--- config.mk ---
export PLATFORM = sky130hd
export DESIGN_NAME = down_counter16
export DESIGN_NICKNAME = d
export VERILOG_FILES = /design/src/rtl/down_counter16.sv
export SDC_FILE = /design/constraint.sdc
export NUM_CORES = 1
export LEC_CHECK = 0
export ABC_AREA = 0
export BUFFER_PORTS_ARGS = -buffer_cell sky130_fd_sc_hd__buf_4
export CORE_UTILIZATION = 23
export CTS_CLUSTER_DIAMETER = 30
export DETAILED_ROUTE_END_ITERATION = 7
export PLACE_DENSITY_LB_ADDON = 0.15
export SLEW_MARGIN = 20
export SYNTH_ARGS = -nofsm -noshare
export SYNTH_HDL_FRONTEND = slang
export SYNTH_SLANG_ARGS = --single-unit
--- constraint.sdc ---
create_clock -name clk -period 7.38 [get_ports clk]
set_clock_uncertainty 0.05 [all_clocks]
set_input_delay 0.369 -clock clk [delete_from_list [all_inputs] [get_ports clk]]
set_output_delay 0.369 -clock clk [all_outputs]
set_load 0.02 [all_outputs]
--- src/rtl/down_counter16.sv ---
// down_counter16: loadable down-counter/timer with start/busy/done handshake.
// Define DOWN_COUNTER_AUTORELOAD_EN to reload from the last loaded value and keep running after each done.
module down_counter16 #(
    parameter int WIDTH = 16
) (
    input  logic             clk,
    input  logic             rst,
    input  logic             load,
    input  logic [WIDTH-1:0] load_val,
    input  logic             start,
    input  logic             pause,
    input  logic             stop,
    output logic [WIDTH-1:0] count,
    output logic             busy,
    output logic             done,
    output logic             zero
);
    typedef enum logic [1:0] {IDLE, RUN, DONE} state_t;
    state_t state, state_nx;
    logic [WIDTH-1:0] count_nx, diff, eff;
    logic b;
    logic busy_nx;
    // Ripple half-subtractor chain; the final borrow is dropped since 0 is never decremented.
    always_comb begin
        b = 1'b1;
        diff = '0;
        for (int i = 0; i < WIDTH; i++) begin
            diff[i] = count[i] ^ b;
            b = ~count[i] & b;
        end
    end
`ifdef DOWN_COUNTER_AUTORELOAD_EN
    logic [WIDTH-1:0] reload;
    always_ff @(posedge clk)
        if (rst)
            reload <= '0;
        else if (state == IDLE && load)
            reload <= load_val;
`endif
    assign eff = load ? load_val : count;
    always_comb begin
        state_nx = state;
        count_nx = count;
        case (state)
            IDLE: begin
                count_nx = eff;
                if (start)
                    state_nx = (eff != '0) ? RUN : DONE;
            end
            RUN:
                if (stop)
                    state_nx = IDLE;
                else if (!pause) begin
                    count_nx = diff;
                    if (count == WIDTH'(1))
                        state_nx = DONE;
                end
            DONE: begin
`ifdef DOWN_COUNTER_AUTORELOAD_EN
                count_nx = reload;
                state_nx = (reload != '0) ? RUN : IDLE;
`else
                state_nx = IDLE;
`endif
            end
            default: state_nx = IDLE;
        endcase
    end
`ifdef DOWN_COUNTER_AUTORELOAD_EN
    assign busy_nx = (state_nx == RUN) || (state_nx == DONE);
`else
    assign busy_nx = (state_nx == RUN);
`endif
    always_ff @(posedge clk)
        if (rst) begin
            state <= IDLE;
            count <= '0;
            busy  <= 1'b0;
            done  <= 1'b0;
        end else begin
            state <= state_nx;
            count <= count_nx;
            busy  <= busy_nx;
            done  <= (state_nx == DONE);
        end
    assign zero = (count == '0);
endmodule
==> impl_metrics.toml <==
[final_layout]
finalNetCount = 235
final_layout_size_suffix_gt1_share_pct = 25.5
syn_to_final_growth_pct = 26.2
num-fill-cells = 650
fin_area_um2 = 1820
antennaDiodeCount = 0
stdcell_count = 271

[synth]
syn_avg_cell_area_um2 = 8.85
yosysTopAreaCell = "dfxtp_1"
syn_area_um2 = 1440
ys_top_cells_by_area = "dfxtp_1 (28%), ha_1 (13%), a221o_1 (9.7%)"
synthFlopType = "dfxtp_1"
ys_seq_elements = 20
synth_warnings = 0
postSynthCellCount = 163
async_flop_share_pct = 0
seq_area_frac_synth_pct = 27.8
synthDistinctLibCells = 31
synth-edff-count = 0
synthTopCellsByCount = "dfxtp_1 (20), nand2_1 (20), a21oi_1 (19), inv_1 (17), ha_1 (15)"
synth.top_cell.area_share_pct = 27.8
synth_nets = 200

[clock_network]
clockBufferDepth = 2
h-tree-depth = 1
cts_sinks = 20
cts_tree = "done"
clk_pin_slew_ns = 0.08
cts.repair.resized = 0
insertion_delay_ns = 0.26
cts-buffers-inserted = 3
post_cts_buffers = 0
root_buffer = "clkbuf_8"
cts_hold_buffers = 0

[hold_path]
holdCritPathClass = "input pin to register"

[global_routing]
grt_pass1_wl_mm = 6.31
grt_pass1_vias = 1300
grt_max_degree = 29
antenna_found_initial = 0
track_usage_pct = 12.7
overflow = 0

[pwr]
power_density_nw_per_um2 = 195
power.leakage_nw = 0.775
max-vdd-ir-drop_v = 0.0000631
p_total_uw = 356

[place]
dp_cells = 268
placed_area_um2 = 1780
portBuffers = 40
dpl.hpwl_mm = 2.80
routabilityCongestion = 0.729

[critical_path]
cp_data_arrival_time_ns = 3.79
cp-end-kind = "register"
ff2ff_setup_slack_ns = 3.74
worst_setup_path_start_kind = "register"
required_ns = 7.53
crit_type = "register to register"
crit_fanout = 6

[timing]
worst_slew_pin_slew_ns = 0.917
drv_slew = 0
finalCriticalPeriod_ns = 3.64
fmax_mhz = 275
rsz0062_at_grt = "false"
tns_ns = 0
min_period_over_period_pct = 49.3
max_slew_margin_pct = 38.7
setup_viol = 0
hold_violations = 0

[drt]
drc = 0
avgViaCountPerCell = 4.95
dr.pass1.iters = 4
routed_wl_mm = 3.81
num_vias = 1342
final_antenna_net_count = 0
drt_iter0_markers = 64
wl_per_cell_um = 14.1

[floorplan]
fp.dieH_um = 81.2
dieArea_um2 = 6590
core-area_um2 = 5990
rows = 28
start_util_pct = 24.1
die_x_um = 81.2
io_pins = 41

[run_status]
outcome = "finished, final reports clean"

[job]
max-cap-violations = 0
[cell type report]
class	count	area, um^2	area share (%)
Clock buffer	3	41.3	2.27
Inverter	17	63.8	3.51
Sequential cell	20	400	22.0
Tap cell	75	93.8	5.15
Timing Repair Buffer	40	300	16.5
Multi-Input combinational cell	116	921	50.6
[stage by stage]
stage	hold slack [ns]	worst slack, ns	utilization [%]
floorplan	0.515	3.77	-
finish	0.391	3.74	30.4
CTS	0.382	3.70	30.4
global route	0.395	3.58	30.4
detailed placement	0.449	3.75	29.7
global placement	0.456	3.80	29.7
[sequential cells by signal, summed over array words and instances (netlist names)]
name	cells
done	1
count	16
state	2
busy	1
[critical path, stage by stage, from the launching register on]
cell and delay, ns:
dfxtp_1 0.42, inv_1 0.07, ha_1 0.21, ha_1 0.19, ha_1 0.18, ha_1 0.18
ha_1 0.18, ha_1 0.18, ha_1 0.18, ha_1 0.18, ha_1 0.18, ha_1 0.17
ha_1 0.18, ha_1 0.18, ha_1 0.17, ha_1 0.26, a221o_1 0.31, a21oi_1 0.11
[worst paths after layout]
kind                              start                     end  cells after the start
setup / recovery  count[0]$_SDFFE_PP0P_  count[14]$_SDFFE_PP0P_                     17
hold / removal                      rst   count[5]$_SDFFE_PP0P_                      2
setup reg to reg  count[0]$_SDFFE_PP0P_  count[14]$_SDFFE_PP0P_                     17
hold reg to reg   count[3]$_SDFFE_PP0P_   count[3]$_SDFFE_PP0P_                      2
[layer usage]
metal | GRT usage (%) | share of wire (%) | up-vias
met5 | 0 | 0 | -
met2 | 19.3 | 42 | 60
li1 | - | - | 662
met4 | 4.82 | 1.2 | 0
met3 | 2.58 | 7.5 | 5
met1 | 17.3 | 50 | 615
[cells in the final DEF (no fill, tap or decap), types with 3 or more instances in the layout]
| master | count |
|---|---|
| o21ai_0 | 3 |
| dfxtp_1 | 20 |
| nand2_1 | 20 |
| ha_1 | 15 |
| buf_4 | 40 |
| nand2b_1 | 3 |
| nor2_1 | 4 |
| nor3_1 | 4 |
| a21oi_1 | 19 |
| inv_1 | 17 |
| mux2i_1 | 14 |
| clkbuf_8 | 3 |
| a221o_1 | 14 |
[power breakdown]
part	internal (mW)	total [mW]	switching [mW]
combinational	0.0661	0.140	0.0737
clock	0.0364	0.0754	0.0390
sequential	0.121	0.141	0.0199
total	0.223	0.356	0.133
[kinds of logic (layout without fill, tap and decap cells)]
family / after synthesis / in the layout / share of synthesized area (%)
fa+ha+maj: 15 / 15 / 13.0
mux: 15 / 15 / 10.5
buf+inv: 27 / 60 / 8.41
compound gates: 44 / 44 / 22.8
flops: 20 / 20 / 27.8
simple gates: 42 / 42 / 17.5
(Power assumes the default switching activity.)
